## src/rtl/sat_cnt.sv

```systemverilog
// Up-counter that sticks at all-ones instead of wrapping.
module sat_cnt #(
  parameter int W = 16
) (
  input  logic         clk,
  input  logic         rst,
  input  logic         inc,
  output logic [W-1:0] q
);

  localparam logic [W-1:0] ONE = W'(1);

  logic [W-1:0] q_q, q_d;

  always_comb begin
    q_d = q_q;
    if (inc && (q_q != '1)) q_d = q_q + ONE;
  end

  always_ff @(posedge clk) begin
    if (rst) q_q <= '0;
    else     q_q <= q_d;
  end

  assign q = q_q;

endmodule

```

## config.mk

```make
export PLATFORM = sky130hd
export DESIGN_NAME = sat_cnt
export DESIGN_NICKNAME = d
export VERILOG_FILES = /design/src/rtl/sat_cnt.sv
export SDC_FILE = /design/constraint.sdc
export NUM_CORES = 1
export LEC_CHECK = 0
export BUFFER_PORTS_ARGS = -buffer_cell sky130_fd_sc_hd__buf_2
export CAP_MARGIN = 10
export CORE_MARGIN = 5
export CORE_UTILIZATION = 46
export CTS_CLUSTER_DIAMETER = 40
export DETAILED_ROUTE_END_ITERATION = 8
export PLACE_DENSITY = 0.72
export SYNTH_ARGS = -nofsm -noshare
export SYNTH_HDL_FRONTEND = slang
export SYNTH_SLANG_ARGS = --single-unit
```

## constraint.sdc

```tcl
create_clock -name clk -period 1.5 [get_ports clk]
set_input_delay 0.075 -clock clk [delete_from_list [all_inputs] [get_ports clk]]
set_output_delay 0.075 -clock clk [all_outputs]
set_load 0.03 [all_outputs]
```

==> flow_summary.ini, run 1 <==
[setup_path]
cp.arrival_ns = 1.81
endpoint_kind = flop
cp-start-kind = flop
cp.required_ns = 1.71
path_class = flop to flop
path_max_fanout = 7

[power_and_ir_drop]
leakage_uw = 0.000579
ir_drop_v = 0.000485
cellPowerDensity_nw_per_um2 = 481

[timing]
rsz0062_at_grt = yes
min_period_ns = 1.60
finalHoldViolCount = 0
setup_viol = 10
tightest_slew_ns = 0.414
holdWs_ns = 0.121
setup_slack_ns = -0.0985
max_freq_mhz = 626
slew_headroom_pct = 72.1
finalMaxSlewViolations = 0
finalCritPeriodShare_pct = 107
fin_worst_skew_ns = 0.00362

[cts]
clk_path_buf_depth = 2
cts_max_level = 1
root_buffer = clkbuf_4
cts.sinks = 16
hold_buffers = 0
cts_tree = yes
cts-buffers-inserted = 3
path_clk_slew_ns = 0.09
clock_latency_ns = 0.28

[yosys]
async_flop_share_pct = 0
avgSynthCellArea_sq_um = 8.57
ys_seq_area_share_pct = 37.8
ys_warn_count = 0
ys.flop_type = dfxtp_1
synthesis.area_sq_um = 848
synth_edf_count = 0
synthCells = 99
syn_nets = 103
ys_seq_elements = 16
synth_cell_types = 31
yosys-top-cells-area = dfxtp_1, or4_1, a21oi_1
synth_area_leader_cell = dfxtp_1
yosys.area.top_type_share_pct = 37.8
synth.top_cells.by_count = dfxtp_1, a21oi_1, or4_1
yosysMostFrequentCell = dfxtp_1

[grt]
antenna_found_initial = 0
grt_pass1_vias = 886
overflow = 0
grt_max_degree = 18
track_usage_pct = 18.5
grt_pass1_wl_um = 3780

[floorplanning]
die_h_um = 52.9
io_pins = 19
die_area_sq_um = 2800
rows = 15
core_area_sq_um = 1750
start_util_pct = 48.6
die_w_um = 52.9

[finish]
multi_input_area_sq_um = 609
syn_to_final_growth_pct = 67.0
nets = 155
seq_area_sq_um = 380
largest_reg_flops = 16
drive_above_1_share_pct = 61.1
diodes = 0
fillers = 119
stdcell_area_sq_um = 1420

[place]
placed_cell_area_sq_um = 1250
hpwl_um = 1780
port_buffers = 18
gpl.final_weighted_congestion = 0.840

[detailed_routing]
post_drt_wl_per_cell_um = 14.6
ant_nets = 0
drc = 0
vias = 988
vias_per_cell = 5.68
first_pass_iters = 4
dr.first_iter.drc_count = 18
wl_um = 2540

[run_status]
status = finished, violations left
violations = setup timing

[hold_path]
hp-class = primary input to flop

[job]
maxCapViolCount = 0
[cell usage in the layout (no fill, tap or decap), types with 2 or more instances in the layout]
cell	synthesis	final
o31ai_1	6	3
or4_1	7	4
clkbuf_4	0	3
nor2_1	6	6
buf_2	1	18
nor4_2	0	2
buf_4	0	29
buf_6	0	3
or3_1	3	3
o31ai_2	0	3
nand3_4	0	2
xnor2_1	2	2
dfxtp_4	0	16
nand3_1	6	4
inv_1	3	3
nor3_1	4	3
a21oi_1	10	9
nor2b_1	2	2
or4_4	0	3
nand4_1	3	3
and4_1	3	2
nand2_1	6	5
o21ai_0	4	3
[kinds of logic after synthesis]
kind of cell             share of synthesized area, %
flip-flops                                       37.8
AO/OA/AOI/OAI                                    16.5
buffers and inverters                            3.24
adder cells (fa/ha/maj)                          1.47
AND/OR/NAND/NOR                                  36.4
XOR/XNOR                                         2.07
multiplexers                                     2.51
[metrics by stage]
step                total power [uW]  instances  setup WS (ns)  utilization [%]  TNS (ns)
finish                           681        174        -0.0985             81.1    -0.606
global route                     721        174         -0.181             81.1     -1.44
CTS                              691        170        -0.0583             75.8    -0.267
detailed placement               463        165        -0.0882             71.4    -0.349
global placement                 462        165        -0.0486             71.4    -0.130
floorplan                        441         99        -0.0924                -    -0.129
[critical path, cell delays in order (launching register included)]
cell and delay, ns:
dfxtp_4 0.39, nand4_1 0.22, nor4_4 0.46, buf_6 0.18
buf_6 0.10, o31ai_1 0.06, a21oi_1 0.12
[power breakdown]
group          internal, uW  switching, uW  total (uW)
combinational          24.0           32.2        56.1
sequential              402           5.29         408
clock                  93.0            124         217
total                   520            161         681
[per-layer routing]
layer  global-route usage (%)  part of all wire [%]  vias to the layer above
met5                        0                     0                        -
met4                     8.51                   1.8                        0
met3                     3.10                   5.7                        8
met2                     34.3                    53                       31
met1                     20.1                    39                      468
li1                         -                     -                      481
[area by class of cell]
type / instances / area share, %
Timing Repair Buffer: 51 / 25.5
Inverter: 3 / 0.795
Clock buffer: 3 / 1.59
Multi-Input combinational cell: 76 / 43.0
Tap cell: 25 / 2.21
Sequential cell: 16 / 26.9
[worst paths after layout]
| check | from | end | slack (ns) | depth (start not counted) |
|---|---|---|---|---|
| worst max-delay path | q[13]$_SDFFE_PP0P_ | q[5]$_SDFFE_PP0P_ | -0.1 | 6 |
| worst min-delay path | inc | q[1]$_SDFFE_PP0P_ | 0.12 | 3 |
| worst max register to register | q[13]$_SDFFE_PP0P_ | q[5]$_SDFFE_PP0P_ | -0.1 | 6 |
| worst min register to register | q[13]$_SDFFE_PP0P_ | q[13]$_SDFFE_PP0P_ | 0.52 | 2 |
[timing repair]
| action | CTS | global route |
|---|---|---|
| gates cloned | 0 | 0 |
| endpoints found under the setup margin | 8 | 14 |
| resized for setup | 7 | 15 |
| setup buffers | 2 | 4 |
| pin swaps | 6 | 11 |
Power figures use the tool's default switching activity.
==> inputs of run 2 (changes only) <==
--- a/config.mk
+++ b/config.mk
@@ -6,11 +6,12 @@
 export NUM_CORES = 1
 export LEC_CHECK = 0
-export BUFFER_PORTS_ARGS = -buffer_cell sky130_fd_sc_hd__buf_2
+export BUFFER_PORTS_ARGS = -buffer_cell sky130_fd_sc_hd__buf_4
 export CAP_MARGIN = 10
 export CORE_MARGIN = 5
-export CORE_UTILIZATION = 46
+export CORE_UTILIZATION = 49
+export CTS_BUF_LIST = sky130_fd_sc_hd__clkbuf_4
 export CTS_CLUSTER_DIAMETER = 40
 export DETAILED_ROUTE_END_ITERATION = 8
-export PLACE_DENSITY = 0.72
+export PLACE_DENSITY = 0.76
 export SYNTH_ARGS = -nofsm -noshare
 export SYNTH_HDL_FRONTEND = slang
==> constraint.sdc (replaced) <==
create_clock -name clk -period 1.5 [get_ports clk]
set_input_delay 0.075 -clock clk [delete_from_list [all_inputs] [get_ports clk]]
set_output_delay 0.075 -clock clk [all_outputs]
set_load 0.02 [all_outputs]
==> flow_summary.ini, run 2 (synthesized netlist as in run 1, its figures left out) <==
[run_status]
status = finished, violations left
violations = setup timing

[finish]
mostFrequentLayoutCells = buf_4, dfxtp_4, a21oi_1
syn_to_final_growth_pct = 67.3
largest_reg_flops = 16
fin_cells = 167
nets = 156
diodes = 0
drive_above_1_share_pct = 60.0
final_common_cell = buf_4

[grt]
grt_pass1_wl_um = 4110
antenna_found_initial = 0
overflow = 0
grt_pass1_vias = 913
grt_max_degree = 18
track_usage_pct = 20.8

[timing]
setup_slack_ns = -0.0569
slew_headroom_pct = 71.7
finalHoldViolCount = 0
finalCritPeriodShare_pct = 104
holdWs_ns = 0.0692
min_period_ns = 1.56
tightest_slew_ns = 0.419
rsz0062_at_grt = yes
setup_viol = 4
fin_worst_skew_ns = 0.000793
max_freq_mhz = 642
finalMaxSlewViolations = 0

[hold_path]
hp-class = primary input to flop
worst_hold_startpoint = rst
whs_path_depth = 2
worstHoldEndpoint = q[9]$_SDFFE_PP0P_

[floorplanning]
rows = 15
die_h_um = 51.6
die_w_um = 51.6
io_pins = 19
core_area_sq_um = 1690
die_area_sq_um = 2660
start_util_pct = 50.2

[detailed_routing]
vias = 989
vias_per_cell = 5.92
post_drt_wl_per_cell_um = 15.0
ant_nets = 0
wl_um = 2510
first_pass_iters = 4
drc = 0
dr.first_iter.drc_count = 29

[setup_path]
cp_num_buf_inv = 1
cp.required_ns = 1.68
cp.arrival_ns = 1.74
path_max_fanout = 5
r2r-start = q[6]$_SDFFE_PP0P_
worstSetupStartpoint = q[6]$_SDFFE_PP0P_
reg2reg_to = q[11]$_SDFFE_PP0P_
critical-path-slowest-cell = dfxtp_4
critPathTopFamily = simple AND/OR/NAND/NOR gates
path_class = flop to flop
slowest_delay_ns = 0.37
path_cells = nand4_4 > buf_4 > nor2_1 > nor4bb_2 > mux2_2
endpoint_kind = flop
cp-start-kind = flop
rr_worst_depth = 5
regToRegSetupSlack_ns = -0.06

[place]
hpwl_um = 1840
dpl_worst_slack_ns = -0.0786
placed_cells = 164
port_buffers = 18
gpl.final_weighted_congestion = 0.868

[cts]
hold_buffers = 0
path_clk_slew_ns = 0.09
cts_max_level = 1
clock_latency_ns = 0.29
cts-buffers-inserted = 3
cts_tree = yes
cts.sinks = 16
clk_path_buf_depth = 2
root_buffer = clkbuf_4

[power_and_ir_drop]
total_power_uw = 687
ir_drop_v = 0.000526
cellPowerDensity_nw_per_um2 = 484
leakage_uw = 0.000572

[job]
maxCapViolCount = 0
==> run 2: where the power goes <==
group          switching (uW)  total, uW  internal, uW  leakage [uW]
Sequential               4.68        411           406      0.000141
Combinational            27.0       48.2          21.2      0.000417
Clock                     134        228          93.4     0.0000138
Total                     166        687           521      0.000572
==> run 2: through the flow <==
stage / utilization (%) / instance area (sq um) / setup TNS, ns
floorplan: - / 932 / -0.105
global placement: 78.4 / 1330 / -0.0435
detailed placement: 78.4 / 1330 / -0.153
CTS: 80.8 / 1370 / -0.158
global route: 84.0 / 1420 / -1.07
finish: 84.0 / 1420 / -0.173
==> run 2: worst max path at each step <==
stage	end	slack, ns	cells after the start
finish	q[11]$_SDFFE_PP0P_	-0.06	5
global route	q[11]$_SDFFE_PP0P_	-0.14	5
CTS	q[11]$_SDFFE_PP0P_	-0.05	5
detailed placement	q[11]$_SDFFE_PP0P_	-0.08	5
global placement	q[11]$_SDFFE_PP0P_	-0.03	5
floorplan	q[15]$_SDFFE_PP0P_	-0.06	4
==> run 2: timing repair <==
action	in CTS	in global routing
pin swaps	6	7
endpoints found under the setup margin	7	14
resized for setup	3	12
setup buffers	0	0
==> run 2: area by class of cell <==
class	count	area [sq um]
clock buffers	3	22.5
inverters	3	11.3
repair buffers	52	390
multi-input cells	76	599
flip-flops and latches	16	374
well taps	17	21.3
fillers	95	270
==> run 2: metal layers <==
metal | global-route usage, % | routed length, um | vias to the layer above
li1 | - | - | 489
met2 | 35.0 | 1300 | 33
met1 | 25.2 | 1030 | 461
met3 | 3.72 | 126 | 6
met5 | 0 | 0 | -
met4 | 10.5 | 54 | 0
